### src/rtl/chameleon_scheduler.sv
// Round-robin sequencing controller for the N-chameleon ring: finds an adjacent
// differing pair, issues it over fire/ack, counts steps and reports termination.
module chameleon_scheduler #(
  parameter int BITS      = 2,
  parameter int N         = 1 << BITS,
  parameter int STEP_W    = 8,
  parameter int MAX_STEPS = 255
) (
  input  logic              clock,
  input  logic              reset,
  input  logic              start,
  input  logic [2*N-1:0]    cham_state,
  input  logic              ack,
  output logic [BITS-1:0]   first,
  output logic              fire,
  output logic              busy,
  output logic              done,
  output logic              timeout,
  output logic              error,
  output logic [STEP_W-1:0] steps
);

  typedef enum logic [2:0] {
    S_IDLE, S_SCAN, S_ISSUE, S_SETTLE, S_DONE, S_TIMEOUT, S_ERROR
  } state_t;

  state_t            state_reg, state_next;
  logic [BITS-1:0]   ptr_reg, ptr_next;
  logic [BITS-1:0]   first_reg, first_next;
  logic [STEP_W-1:0] steps_reg, steps_next;

  logic [N-1:0]      diff_vec;
  logic [N-1:0]      illegal_vec;
  logic [BITS-1:0]   pick_idx;
  logic [BITS-1:0]   cand;

  // diff_vec[i] flags pair (i, i+1 mod N); the wrap pair lives in bit N-1.
  generate
    for (genvar gi = 0; gi < N; gi++) begin : g_pair
      assign illegal_vec[gi] = (cham_state[2*gi +: 2] == 2'd3);
      assign diff_vec[gi]    = (cham_state[2*gi +: 2] != cham_state[2*((gi+1)%N) +: 2]);
    end
  endgenerate

  // Scan downward so the smallest offset from ptr wins; N is a power of two so
  // the BITS-wide add wraps modulo N on its own.
  always_comb begin
    pick_idx = '0;
    cand     = '0;
    for (int k = N - 1; k >= 0; k--) begin
      cand = ptr_reg + BITS'(k);
      if (diff_vec[cand]) begin
        pick_idx = cand;
      end
    end
  end

  always_comb begin
    state_next = state_reg;
    ptr_next   = ptr_reg;
    first_next = first_reg;
    steps_next = steps_reg;
    case (state_reg)
      S_IDLE, S_DONE, S_TIMEOUT, S_ERROR: begin
        if (start) begin
          state_next = S_SCAN;
          steps_next = '0;
        end
      end
      S_SCAN: begin
        if (|illegal_vec) begin
          state_next = S_ERROR;
        end else if (~|diff_vec) begin
          state_next = S_DONE;
        end else if (steps_reg == STEP_W'(MAX_STEPS)) begin
          state_next = S_TIMEOUT;
        end else begin
          first_next = pick_idx;
          state_next = S_ISSUE;
        end
      end
      S_ISSUE: begin
        if (ack) begin
          if (steps_reg != '1) begin
            steps_next = steps_reg + 1'b1;
          end
          ptr_next   = first_reg + 1'b1;
          state_next = S_SETTLE;
        end
      end
      S_SETTLE: state_next = S_SCAN;
      default:  state_next = S_IDLE;
    endcase
  end

  always_ff @(posedge clock) begin
    if (reset) begin
      state_reg <= S_IDLE;
      ptr_reg   <= '0;
      first_reg <= '0;
      steps_reg <= '0;
    end else begin
      state_reg <= state_next;
      ptr_reg   <= ptr_next;
      first_reg <= first_next;
      steps_reg <= steps_next;
    end
  end

  assign first   = first_reg;
  assign steps   = steps_reg;
  assign fire    = (state_reg == S_ISSUE);
  assign busy    = (state_reg == S_SCAN) || (state_reg == S_ISSUE) || (state_reg == S_SETTLE);
  assign done    = (state_reg == S_DONE);
  assign timeout = (state_reg == S_TIMEOUT);
  assign error   = (state_reg == S_ERROR);

endmodule

### config.mk
export PLATFORM = sky130hd
export DESIGN_NAME = chameleon_scheduler
export DESIGN_NICKNAME = d
export VERILOG_FILES = /design/src/rtl/chameleon_scheduler.sv
export SDC_FILE = /design/constraint.sdc
export NUM_CORES = 1
export LEC_CHECK = 0
export ABC_AREA = 1
export CORE_UTILIZATION = 50
export CTS_CLUSTER_SIZE = 40
export DETAILED_ROUTE_END_ITERATION = 16
export HOLD_SLACK_MARGIN = 0.08
export PLACE_DENSITY = 0.8
export SLEW_MARGIN = 25
export SYNTH_ARGS = -nofsm -noshare
export SYNTH_HDL_FRONTEND = slang
export SYNTH_SLANG_ARGS = --single-unit
### constraint.sdc
create_clock -name clock -period 2.5 [get_ports clock]
set_input_delay 0.375 -clock clock [delete_from_list [all_inputs] [get_ports clock]]
set_output_delay 0.375 -clock clock [all_outputs]
set_load 0.005 [all_outputs]
==> results of run 1 <==
[where the power goes]
group | internal, mW | switching [mW]
combinational | 0.196 | 0.302
clock | 0.0619 | 0.0752
sequential | 0.264 | 0.0426
[worst max-delay path, cell delays in order (launching register included)]
cell	delay [ns]
dfxtp_1	0.52
nand3_4	0.19
inv_4	0.13
clkdlybuf4s50_1	0.50
[synth_stat cells, drive strengths merged (2+ instances only)]
cell type	n	area, µm²
a21oi	14	70.1
and3	2	12.5
buf	2	15.0
dfxtp	15	300
inv	25	96.4
nand2	61	239
nand3	24	133
nand4	3	18.8
nor2	17	82.6
nor3	7	55.1
o21ai	6	33.8
o22ai	3	32.5
xnor2	3	26.3
xor2	4	35.0
[kinds of logic after synthesis]
kind of cell,synth area share
adders and majority gates,0.0105
and+or+nand+nor,0.469
buffers and inverters,0.0974
AOI/OAI and AO/OA,0.120
DFF,0.251
xor gates and xnor gates,0.0513
[metrics by stage]
| stage | instances | cell area, µm² | hold slack [ns] |
|---|---|---|---|
| 2_1_floorplan | 190 | 1190 | 0.485 |
| 3_3_place_gp | 242 | 1480 | 0.492 |
| 3_5_place_dp | 242 | 1480 | 0.503 |
| 4_1_cts | 246 | 1500 | 0.514 |
| 5_1_grt | 246 | 1500 | 0.538 |
| 6_report | 246 | 1500 | 0.512 |
[layout make-up]
cell class | instances | area, µm² | area share
tap | 28 | 35.0 | 0.0233
multi-input combinational | 147 | 778 | 0.518
inverter | 26 | 101 | 0.0675
clock buffer | 4 | 26.3 | 0.0175
sequential | 15 | 300 | 0.200
timing repair buffer | 26 | 260 | 0.173
[routing by layer]
metal	up-vias	global-route usage	routed length (µm)
met3	2	0.0536	126
met4	0	0.0417	14
met2	30	0.398	1300
met5	-	0	0
met1	585	0.300	1300
li1	678	-	-
[path summary, 6_finish.rpt]
kind                 from        to  slack (ns)  depth (start not counted)
min              steps[0]  steps[0]        0.51                          2
max reg2reg      steps[1]  first[0]        0.80                          8
max          state_reg[1]      fire        0.50                          3
min reg2reg      steps[0]  steps[0]        0.51                          2
==> results.txt, run 1 <==
----------------------------------------------------
[Outcome]
  Result of the run ... complete, no violations

[Final layout]
  Share of final-layout standard cells stronger than drive strength 1 ... 0.0917
  Flip-flop count of the largest register after layout ... 8
  Commonest non-fill, non-tap cells in the layout ... 59 x nand2_1, 26 x clkdlybuf4s50_1, 23 x nand3_1
  Post-route core utilization ... 0.672
  Antenna diode count ... 0
  # fillers ... around 200
  P&R area growth vs syn ... 25.7%
  Most common cell after layout, fill and taps aside ... nand2_1
  Net total in the final layout ... ~230

[GRT]
  Wire length of the first global-routing pass ... between 4000 and 5000 µm
  Maximum number of pins on one net before global-route repair ... 11
  Global-route congestion overflow total ... 0
  GRT Total Usage ... 0.233
  Via count of the first global-routing pass ... between 1,000 and 1,500
  Antenna violations before repair ... 0

[CTS]
  Num CTS Buffers ... 3
  TritonCTS clock tree ... done
  Number of buffers added for setup after CTS ... 0
  Hold bufs inserted after CTS ... 0
  Clock Sink Count ... 15
  Max H-tree Level ... 1
  Reg clk slew, reported paths ... ~0.090 ns
  CTS Buffer Depth ... 2
  Clock latency on the worst-skew pair ... around 0.28 ns
  Root buffer cell ... clkbuf_4
  Quantity of gates resized following cts ... 0

[Detailed routing]
  Average wire length per cell after detail routing ... between 10 and 15 µm
  DRT antenna net count ... 0
  Number of detailed-route iterations in the first pass ... 4
  DRC violation count after routing ... 0
  Vias per inst ... 5.26
  Iteration-0 DRC count of the detailed router ... 33
  Wirelength, routed ... ~2700 µm
  Vias ... 1,295

[Synthesis]
  Count of state elements after synthesis ... 15
  Post-Synthesis Cells ... 190
  Synthesized net count ... between 200 and 250
  Number of enable-type register cells in the synthesized netlist ... 0
  Register area share after synthesis ... 0.251
  Warning count from the yosys run ... 0
  Top_reg_cell synth ... dfxtp_1
  Avg Cell Area, Syn ... 6.29 µm²
  Yosys cell types ... 30
  Mapped cell area ... 1190 µm²
  Post-synth ARST share ... 0

[Critical path]
  Critical Path Start Type ... register
  Kind of end point of the critical path ... output pin
  Worst Setup Path Type ... register to output pin
  Data arrival time at the worst-slack endpoint ... 1.62 ns
  Maximum net fanout on the critical path ... 8
  Worst EP required ... between 2 and 2.5 ns

[STA]
  Post-Route Setup TNS ... 0 ns
  Final-report setup violation count ... 0
  Fraction of the cycle the final worst path needs ... 0.799
  Worst slew slack as a fraction of its limit ... 0.752
  Unrepaired setup endpoints after global routing ... false
  Fin crit period ... 2.00 ns
  FMAX ... about 500 MHz
  Worst setup skew after layout ... about 0.0038 ns
  Max-slew violation count ... 0
  PnR worst setup slack ... around 0.50 ns
  Actual slew at the worst max-slew pin ... 0.369 ns
  Final count of hold timing violations ... 0

[Pwr]
  Leakage ... between 0.6 and 0.7 nW
  Maximum vdd drop ... 582 µV
  Total power per unit cell area ... approximately 630 nW/µm²
  Sum of internal, switching and leakage power ... between 0.9 and 1 mW

[Floorplanning]
  Die Y ... about 51 µm
  Standard cell core area ... 2230 µm²
  Number of rows created at floorplan ... 17
  Chip Width ... about 51 µm
  Effective utilization at floorplan ... 0.535
  Die Footprint ... about 2600 µm²
  # IOs ... 27

[Min path]
  Min-delay worst type ... register to register

[Placed design]
  Worst Setup Slack post-DPL ... about 0.56 ns
  I/O Buffers ... 26
  Detailed placement HPWL ... about 2200 µm
  Last weighted congestion value of the routability-driven placer ... between 0.9 and 1

[Flow run]
  Max_cap viols ... 0

----------------------------------------------------
No activity file was read; power rests on OpenSTA's default activity.
==> inputs of run 2 (changes only) <==
- clock period: 2.5 -> 1.91 ns (I/O delays scaled with it)
==> results.txt, run 2 (synthesized netlist as in run 1, its figures left out) <==
----------------------------------------------------
[Pwr]
  Leakage ... 0.674 nW (+1.3%)
  Total power per unit cell area ... 822 nW/µm² (+31%)
  Maximum vdd drop ... 716 µV (+23%)
  Sum of internal, switching and leakage power ... 1.25 mW (+32%)

[GRT]
  Via count of the first global-routing pass ... 1,076 (-0.65%)
  Maximum number of pins on one net before global-route repair ... 11 (unchanged)
  Antenna violations before repair ... 0 (unchanged)
  Met1 track demand over resource in global routing ... 0.322 (+0.0215)
  M3 GR Usage ... 0.0357 (-0.0179)
  GRT Total Usage ... 0.236 (+0.00300)
  Met2 Usage GRT ... 0.376 (-0.0222)
  Global-route congestion overflow total ... 0 (unchanged)
  Wire length of the first global-routing pass ... 4600 µm (unchanged)
  Most Crowded Layer GR ... met2

[Critical path]
  Worst EP required ... 1.62 ns (-0.50 ns)
  Maximum net fanout on the critical path ... 8 (unchanged)
  Worst r2r src ... steps[1]
  Worst R2R End ... first[0]
  Data arrival time at the worst-slack endpoint ... 1.54 ns (-0.08 ns)
  Worst reg2reg path depth ... 8 (unchanged)
  Worst Setup Path Type ... register to output pin
  Kind of end point of the critical path ... output pin
  Critical Path Start Type ... register
  Worst reg-to-reg setup slack ... 0.22 ns (-0.58 ns)

[Placed design]
  I/O Buffers ... 26 (unchanged)
  Detailed placement HPWL ... 2190 µm (-1.1%)
  Last weighted congestion value of the routability-driven placer ... 0.892 (-2.3%)
  Post-Place Cells ... 243 (+0.41%)
  Worst Setup Slack post-DPL ... 0.0294 ns (-0.532 ns)

[Final layout]
  P&R area growth vs syn ... 27.0%
  Post-route insts no fill ... 247 (+0.41%)
  Net total in the final layout ... 233 (+0.43%)
  Share of final-layout standard cells stronger than drive strength 1 ... 0.114 (+0.0224)
  Flip-flop count of the largest register after layout ... 8 (unchanged)
  Commonest non-fill, non-tap cells in the layout ... 59 x nand2_1, 26 x clkdlybuf4s50_1, 22 x nand3_1
  Most common cell after layout, fill and taps aside ... nand2_1
  Antenna diode count ... 0 (unchanged)

[Floorplanning]
  # IOs ... 27 (unchanged)
  Standard cell core area ... 2230 µm² (unchanged)
  Die Footprint ... 2590 µm² (unchanged)
  Chip Width ... 50.9 µm (unchanged)
  Number of rows created at floorplan ... 17 (unchanged)
  Die Y ... 50.9 µm (unchanged)
  Effective utilization at floorplan ... 0.535 (unchanged)

[Detailed routing]
  Wirelength, routed ... 2740 µm (+0.15%)
  DRC violation count after routing ... 0 (unchanged)
  DRT antenna net count ... 0 (unchanged)
  Average wire length per cell after detail routing ... 11.1 µm (-0.26%)
  Iteration-0 DRC count of the detailed router ... 43 (+30%)
  Number of detailed-route iterations in the first pass ... 4 (unchanged)
  Vias ... 1,255 (-3.1%)
  Vias per inst ... 5.08 (-3.5%)

[CTS]
  Number of buffers added for setup after CTS ... 0 (unchanged)
  Clock Sink Count ... 15 (unchanged)
  Reg clk slew, reported paths ... 0.10 ns (about the same)
  Num CTS Buffers ... 3 (unchanged)
  Hold bufs inserted after CTS ... 0 (unchanged)
  Root buffer cell ... clkbuf_4
  CTS Buffer Depth ... 2 (unchanged)
  Max H-tree Level ... 1 (unchanged)
  Clock latency on the worst-skew pair ... 0.29 ns (about the same)
  TritonCTS clock tree ... done

[Outcome]
  Result of the run ... complete, no violations

[STA]
  FMAX ... 549 MHz
  Fin crit period ... ~1.8 ns
  Minimum hold slack ... 0.511 ns (-0.00126 ns)
  Worst setup skew after layout ... 0.00556 ns (+0.00179 ns)
  Actual slew at the worst max-slew pin ... 0.326 ns (-0.0429 ns)
  Worst slew slack as a fraction of its limit ... 0.781 (+0.0288)
  PnR worst setup slack ... 0.0881 ns (-0.413 ns)
  Fraction of the cycle the final worst path needs ... 0.954
  Max-slew violation count ... 0 (unchanged)
  Final count of hold timing violations ... 0 (unchanged)
  Final-report setup violation count ... 0 (unchanged)

[Min path]
  Min-delay worst type ... register to register
  Hold path endpoint ... steps[0]
  Worst Hold Path Cells ... 2 (unchanged)
  Start point of the worst min-delay path ... steps[0]

[Flow run]
  Max_cap viols ... 0 (unchanged)

----------------------------------------------------
-- run 2: cell types whose count changed in the layout (fill, tap and decap cells not counted), sizes merged --
cell    previous run  this run
clkbuf             4         3
clkinv             1         2
buf                0         1
-- run 2: cell type report --
type,count,area (µm²)
well taps,28,35.0
fillers,209,716
repair buffers,27,268
inverters,26,101
clock buffers,3,22.5
clock inverters,1,5.00
multi-input cells,147,783
flip-flops and latches,15,303
-- run 2: metal layers --
layer / wire, µm / vias to the layer above
li1: - / 678
met1: 1400 / 558
met2: 1270 / 17
met3: 62 / 2
met4: 17 / 0
met5: 0 / -
-- run 2: stage by stage --
| step | instance area (µm²) | setup TNS, ns | util |
|---|---|---|---|
| final | 1520 | 0 | 0.680 |
| after global routing | 1520 | -0.00317 | 0.680 |
| after global placement | 1480 | 0 | 0.664 |
| after detailed placement | 1480 | 0 | 0.664 |
| after CTS | 1510 | 0 | 0.677 |
| after floorplan | 1190 | 0 | - |
-- run 2: what timing repair did --
| item | in CTS | in global routing |
|---|---|---|
| gates resized for setup | 1 | 2 |
| setup endpoints to repair | 1 | 4 |
| pin swaps | 0 | 0 |
-- run 2: worst max-delay path by stage --
| stage | slack (ns) | cells past startpoint | end | startpoint |
|---|---|---|---|---|
| after floorplan | 0.44 | 8 | first[0] | steps[0] |
| after global placement | 0.12 | 9 | first[0] | cham_state[0] |
| after detailed placement | 0.03 | 9 | first[0] | cham_state[0] |
| after CTS | 0.04 | 3 | timeout | state_reg[2] |
| after global routing | -0.003 | 4 | fire | state_reg[0] |
| final | 0.09 | 4 | fire | state_reg[0] |
-- run 2: power by group --
part           internal (mW)  switching [mW]  leakage (nW)
Sequential             0.348          0.0550         0.122
Clock                 0.0778           0.113        0.0177
Combinational          0.259           0.394         0.534
-- run 2: worst max-delay path: stages, from the launching register on --
cell             delay (ns)
dfxtp_1                0.36
inv_2                  0.12
nand3_4                0.15
inv_4                  0.12
clkdlybuf4s50_1        0.50
==> edit 1 (settings of run 2) <==
`BITS`: 2 -> 1.
--- a/src/rtl/chameleon_scheduler.sv
+++ b/src/rtl/chameleon_scheduler.sv
@@ -1,7 +1,7 @@
 // Round-robin sequencing controller for the N-chameleon ring: finds an adjacent
 // differing pair, issues it over fire/ack, counts steps and reports termination.
 module chameleon_scheduler #(
-  parameter int BITS      = 2,
+  parameter int BITS      = 1,
   parameter int N         = 1 << BITS,
   parameter int STEP_W    = 8,
   parameter int MAX_STEPS = 255
Interface: changed (resized cham_state and first); port bits go from 27 to 22. No check against the original RTL was run, so the function may have changed too.
==> edit 1 against run 2 <==
  * Sequential cell count down 2
  * Synthesized cell count down 27%
  * Register-to-register slack gained 0.10 ns
  * Area after synthesis is 25% lower
  * First-iteration DRC count shrank 26%
  * Sequential power fell by 8.4%
  * Wire length down 25%
  * Setup slack improved by 0.082 ns
  * Total power fell by 18%
  * Final area decreased by 25%
  * Clock skew is 0.0037 ns lower
==> edit 1: results (changes against run 2) <==
run_status:
  status: "completed"  # unchanged
timing:
  skew_ns: 0.001828  # was 0.005561 ns
  max_slew_margin_pct: 78.10  # about the same
placed_design:
  port_buffers: 21  # was 26
  dp_cells: 175  # was 243
  dpl_cell_area_um2: 1114  # was 1483 µm²
  place.gp.congestion: 0.8262  # was 0.8917
  hpwl_mm: 1.627  # was 2.192 mm
yosys:
  synth_area_leaders: "dfxtp_1 29%, nand2_1 15%, nor2_1 7.2%"  # was dfxtp_1 25%, nand2_1 19%, nand3_1 9.6%
  synth_cells: 139  # was 190
  yosys_most_used_dff: "dfxtp_1"  # unchanged
  synth_common_cells: "35 x nand2_1, 17 x nor2_1, 16 x inv_1"  # was 59 x nand2_1, 23 x nand3_1, 21 x inv_1
  netlist-cell-type-count: 23  # was 30
  synth-async-reset-ratio_pct: 0  # unchanged
  yosysWarnings: 0  # unchanged
  synth_seq_area_share_pct: 29.21  # was 25.13%
  syn-num-nets: 148  # was 203
cells_and_area:
  n_antenna_cell: 0  # unchanged
  drive_gt1_share_pct: 15.34  # was 11.42%
  fill_cells: 140  # was 209
  largest_reg_flops: 8  # unchanged
  nNetsFinal: 173  # was 233
global_routing:
  grt_pass1_wl_mm: 3.546  # was 4.602 mm
  grt_util_met2_pct: 40.88  # was 37.56%
  antenna_found_initial: 0  # unchanged
  gr-usage-all-layers_pct: 24.70  # was 23.55%
  grt_use_met1_pct: 32.57  # was 32.17%
  gr-usage-met3_pct: 3.673  # was 3.571%
  grt_max_degree: 12  # was 11
  grt_pass1_vias: 802  # was 1076
clock_tree:
  cts-root-buf: "clkbuf_4"  # unchanged
  cts_buffers: 3  # unchanged
  htree_levels: 1  # unchanged
  clk_latency_ns: 0.27  # was 0.29 ns
  cts.reportedPaths.clkPinSlew_ns: 0.08  # was 0.10 ns
  cts_buffer_depth: 2  # unchanged
  post_cts_buffers: 0  # unchanged
route:
  drt-wirelength-per-cell_um: 11.55  # was 11.10 µm
  drt-total-wl_mm: 2.068  # was 2.742 mm
  drtIter0Drc: 32  # was 43
  first_pass_iters: 6  # was 4
  ant_nets: 0  # unchanged
  vias_per_cell: 5.140  # was 5.081
worst_setup_path:
  r2r_cells: 8  # unchanged
  critPathArrivalTime_ns: 1.45  # was 1.54 ns
  cp_max_fo: 8  # unchanged
worst_hold_path:
  hold_class: "flop to flop"  # unchanged
  hold_depth: 1  # was 2
power:
  leakagePower_nw: 0.4342  # was 0.6742 nW
  peakVddDrop_mv: 0.7719  # was 0.7163 mV
[edit 1: changes by cell type after synthesis, sizes merged, moves of 2 or more]
cell	change
nand4	-2
inv	-5
and3	-2
xor2	-4
nand3	-15
o22ai	-3
nor2	+2
nand2	-22
nor3	-5
o21ai	+9
dfxtp	-2
[edit 1: final cells by class]
class	instances	area (µm²)	area share [%]
multi-input cells	104	540.5	47.26
flip-flops and latches	13	264.0	23.09
repair buffers	22	217.7	19.04
inverters	20	75.07	6.565
clock buffers	4	26.28	2.298
well taps	16	20.02	1.751
[edit 1: kinds of logic (layout without fill, tap and decap cells)]
kind of cell	count (synthesis)	in the layout	share of synthesized area, %
simple gates	71	71	37.22
compound gates	29	29	19.10
buf+inv	22	46	10.11
flops	13	13	29.21
xor+xnor	3	3	2.950
fa+ha+maj	1	1	1.404
[edit 1: path summary, 6_finish.rpt]
check | startpoint | slack, ns | endpoint
hold reg to reg | first | 0.51 | ptr_reg
setup reg to reg | steps[0] | 0.32 | steps[5]
setup / recovery | state_reg[1] | 0.17 | fire
hold / removal | first | 0.51 | ptr_reg
[edit 1: per-layer routing]
| layer | vias up | routed length, µm |
|---|---|---|
| li1 | 494 | - |
| met1 | 399 | 998 |
| met2 | 25 | 980 |
| met3 | 2 | 73 |
| met4 | 0 | 17 |
| met5 | - | 0 |
[edit 1: repair_timing]
item / CTS / global route
endpoints found under the setup margin: 0 / 3
endpoints found under the hold margin: 0 / 0
gates resized for setup: 0 / 3
[edit 1: worst max-delay path, cell delays in order, from the launching register on]
cell and delay (ns):
dfxtp_2 0.41, nand2_2 0.10, nor2_4 0.15, clkdlybuf4s50_1 0.52
[edit 1: power by group]
| part | internal, mW | switching (mW) | leakage, nW | total [mW] |
|---|---|---|---|---|
| Clock | 0.0807 | 0.0900 | 0.0150 | 0.171 |
| Combinational | 0.189 | 0.292 | 0.313 | 0.481 |
| Sequential | 0.312 | 0.0580 | 0.107 | 0.369 |
| Total | 0.581 | 0.440 | 0.434 | 1.02 |
[edit 1: metrics by stage]
stage	hold slack, ns	util [%]	setup slack, ns
2_1_floorplan	0.4493	-	0.5438
3_3_place_gp	0.4460	70.63	0.3754
3_5_place_dp	0.5131	70.63	0.3433
4_1_cts	0.5229	72.30	0.06861
5_1_grt	0.5486	72.54	0.05973
6_report	0.5127	72.54	0.1705
==> edit 2 (config.mk and constraints of run 2) <==
Without the edit above. Encoding of `state_t`: now one-hot (7 bits for 7 states).
--- a/src/rtl/chameleon_scheduler.sv
+++ b/src/rtl/chameleon_scheduler.sv
@@ -20,8 +20,8 @@
   output logic [STEP_W-1:0] steps
 );
 
-  typedef enum logic [2:0] {
-    S_IDLE, S_SCAN, S_ISSUE, S_SETTLE, S_DONE, S_TIMEOUT, S_ERROR
+  typedef enum logic [6:0] {
+    S_IDLE = 7'b0000001, S_SCAN = 7'b0000010, S_ISSUE = 7'b0000100, S_SETTLE = 7'b0001000, S_DONE = 7'b0010000, S_TIMEOUT = 7'b0100000, S_ERROR = 7'b1000000
   } state_t;
 
   state_t            state_reg, state_next;
Function: same outputs for any inputs over 10 cycles, from zero or initial values and one cycle with reset high; not proved beyond that.
==> edit 2 against run 2 <==
  * The flow now finishes with violations (negative setup slack)
  * Sequential cell count is 4 higher
  * Final area grew 29%
  * Combinational power up 26%
  * Via count up 24%
  * Utilization grew 8.3 points
  * Worst hold slack got worse by 0.0034 ns
  * Fmax fell by 12%
  * Total power rose by 22%
  * Register-to-register slack lost 0.37 ns
  * Count of clock-buffer cells in the layout increased by 1
  * Wire length rose by 38%
  * Setup slack got worse by 0.24 ns
  * Area after synthesis is 18% higher
  * Clock skew barely moved
  * Critical endpoint is now state_reg[1]
  * Largest cell class unchanged
  * Highest routed layer unchanged
==> edit 2: results (changes against run 2) <==
run_status:
  violations: "negative setup slack"
  status: "finished with violations"  # was completed
cells_and_area:
  drive_gt1_share_pct: 20.74  # was 11.42%
  fill_cells: 204  # was 209
  nNetsFinal: 284  # was 233
power:
  finalPower_mw: 1.516  # was 1.247 mW
  p_comb_mw: 0.821  # was 0.653 mW
  pg_seq_mw: 0.482  # was 0.403 mW
timing:
  fin_tns_setup_ns: -0.1922  # was 0 ns
  whs_ns: 0.5076  # was 0.5110 ns
  skew_ns: 0.006009  # was 0.005561 ns
  setup_viol: 2  # was 0
  max_slew_margin_pct: 79.91  # was 78.10%
  setup_slack_ns: -0.1523  # was 0.08810 ns
global_routing:
  gr-usage-all-layers_pct: 25.31  # was 23.55%
  grt_util_met2_pct: 38.55  # was 37.56%
  gr-usage-met3_pct: 4.450  # was 3.571%
  grt_pass1_wl_mm: 6.320  # was 4.602 mm
  grt_use_met1_pct: 36.10  # was 32.17%
route:
  dr_wl_met3_um: 175  # was 62 µm
  via_count: 1551  # was 1255
  drt-wirelength-per-cell_um: 12.64  # was 11.10 µm
  dr_wl_met2_mm: 1.761  # was 1.265 mm
worst_setup_path:
  cp_max_fo: 3  # was 8
  critPathArrivalTime_ns: 2.28  # was 1.54 ns
clock_tree:
  ctsResizeCount: 13  # was 1
  post_cts_buffers: 12  # was 0
yosys:
  syn-num-nets: 233  # was 203
  synth_common_cells: "63 x nand2_1, 29 x inv_1, 23 x nand3_1"  # was 59 x nand2_1, 23 x nand3_1, 21 x inv_1
  synth_area_leaders: "dfxtp_1 27%, nand2_1 17%, nand3_1 8.1%"  # was dfxtp_1 25%, nand2_1 19%, nand3_1 9.6%
  netlist-cell-type-count: 37  # was 30
  synth_seq_area_share_pct: 26.88  # was 25.13%
placed_design:
  hpwl_mm: 2.563  # was 2.192 mm
  dpl_cell_area_um2: 1750  # was 1483 µm²
  place.gp.congestion: 0.8515  # was 0.8917
==> edit 2: cell count changes after synthesis, moves of 3 or more <==
cell,delta
dfxtp_1,+4
inv_1,+8
inv_2,-3
nand2_1,+4
nand2_2,+3
nor2_1,+5
nor3_2,-4
o21ai_0,+3
xnor2_1,+3
==> edit 2: cell type report <==
| type | instances | area (µm²) | area share, % |
|---|---|---|---|
| Clock buffer | 4 | 26.28 | 1.342 |
| Inverter | 31 | 121.4 | 6.198 |
| Multi-Input combinational cell | 168 | 954.7 | 48.75 |
| Sequential cell | 19 | 390.4 | 19.94 |
| Tap cell | 30 | 37.54 | 1.917 |
| Timing Repair Buffer | 48 | 427.9 | 21.85 |
==> edit 2: critical path, cell delays in order, from the launching register on <==
cell      delay (ns)
dfxtp_4         0.37
nor3_4          0.28
nand4_1         0.21
buf_4           0.19
buf_4           0.12
buf_4           0.12
buf_4           0.12
buf_4           0.12
buf_4           0.12
buf_4           0.12
a311oi_2        0.21
==> edit 2: metrics by stage <==
step           setup WS (ns)  utilization, %  cells
5_1_grt              -0.2149           76.27    300
6_report             -0.1523           76.27    300
3_3_place_gp         0.04925           68.18    280
4_1_cts             -0.02633           73.73    296
2_1_floorplan         0.3971               -    220
3_5_place_dp         0.04194           68.18    280
==> edit 2: worst paths after layout <==
check,from,depth (start not counted),to
worst min register to register,steps[4],2,steps[4]
worst max-delay path,state_reg[5],10,state_reg[1]
worst min-delay path,steps[4],2,steps[4]
worst max register to register,state_reg[5],10,state_reg[1]
==> edit 2: cells by family after synthesis <==
group	Yosys count	share of synthesized area, %
AO/OA/AOI/OAI	30	13.44
XOR/XNOR	8	4.952
adder cells (fa/ha/maj)	1	0.8840
buffers and inverters	33	8.841
flip-flops	19	26.88
AND/OR/NAND/NOR	129	45.00
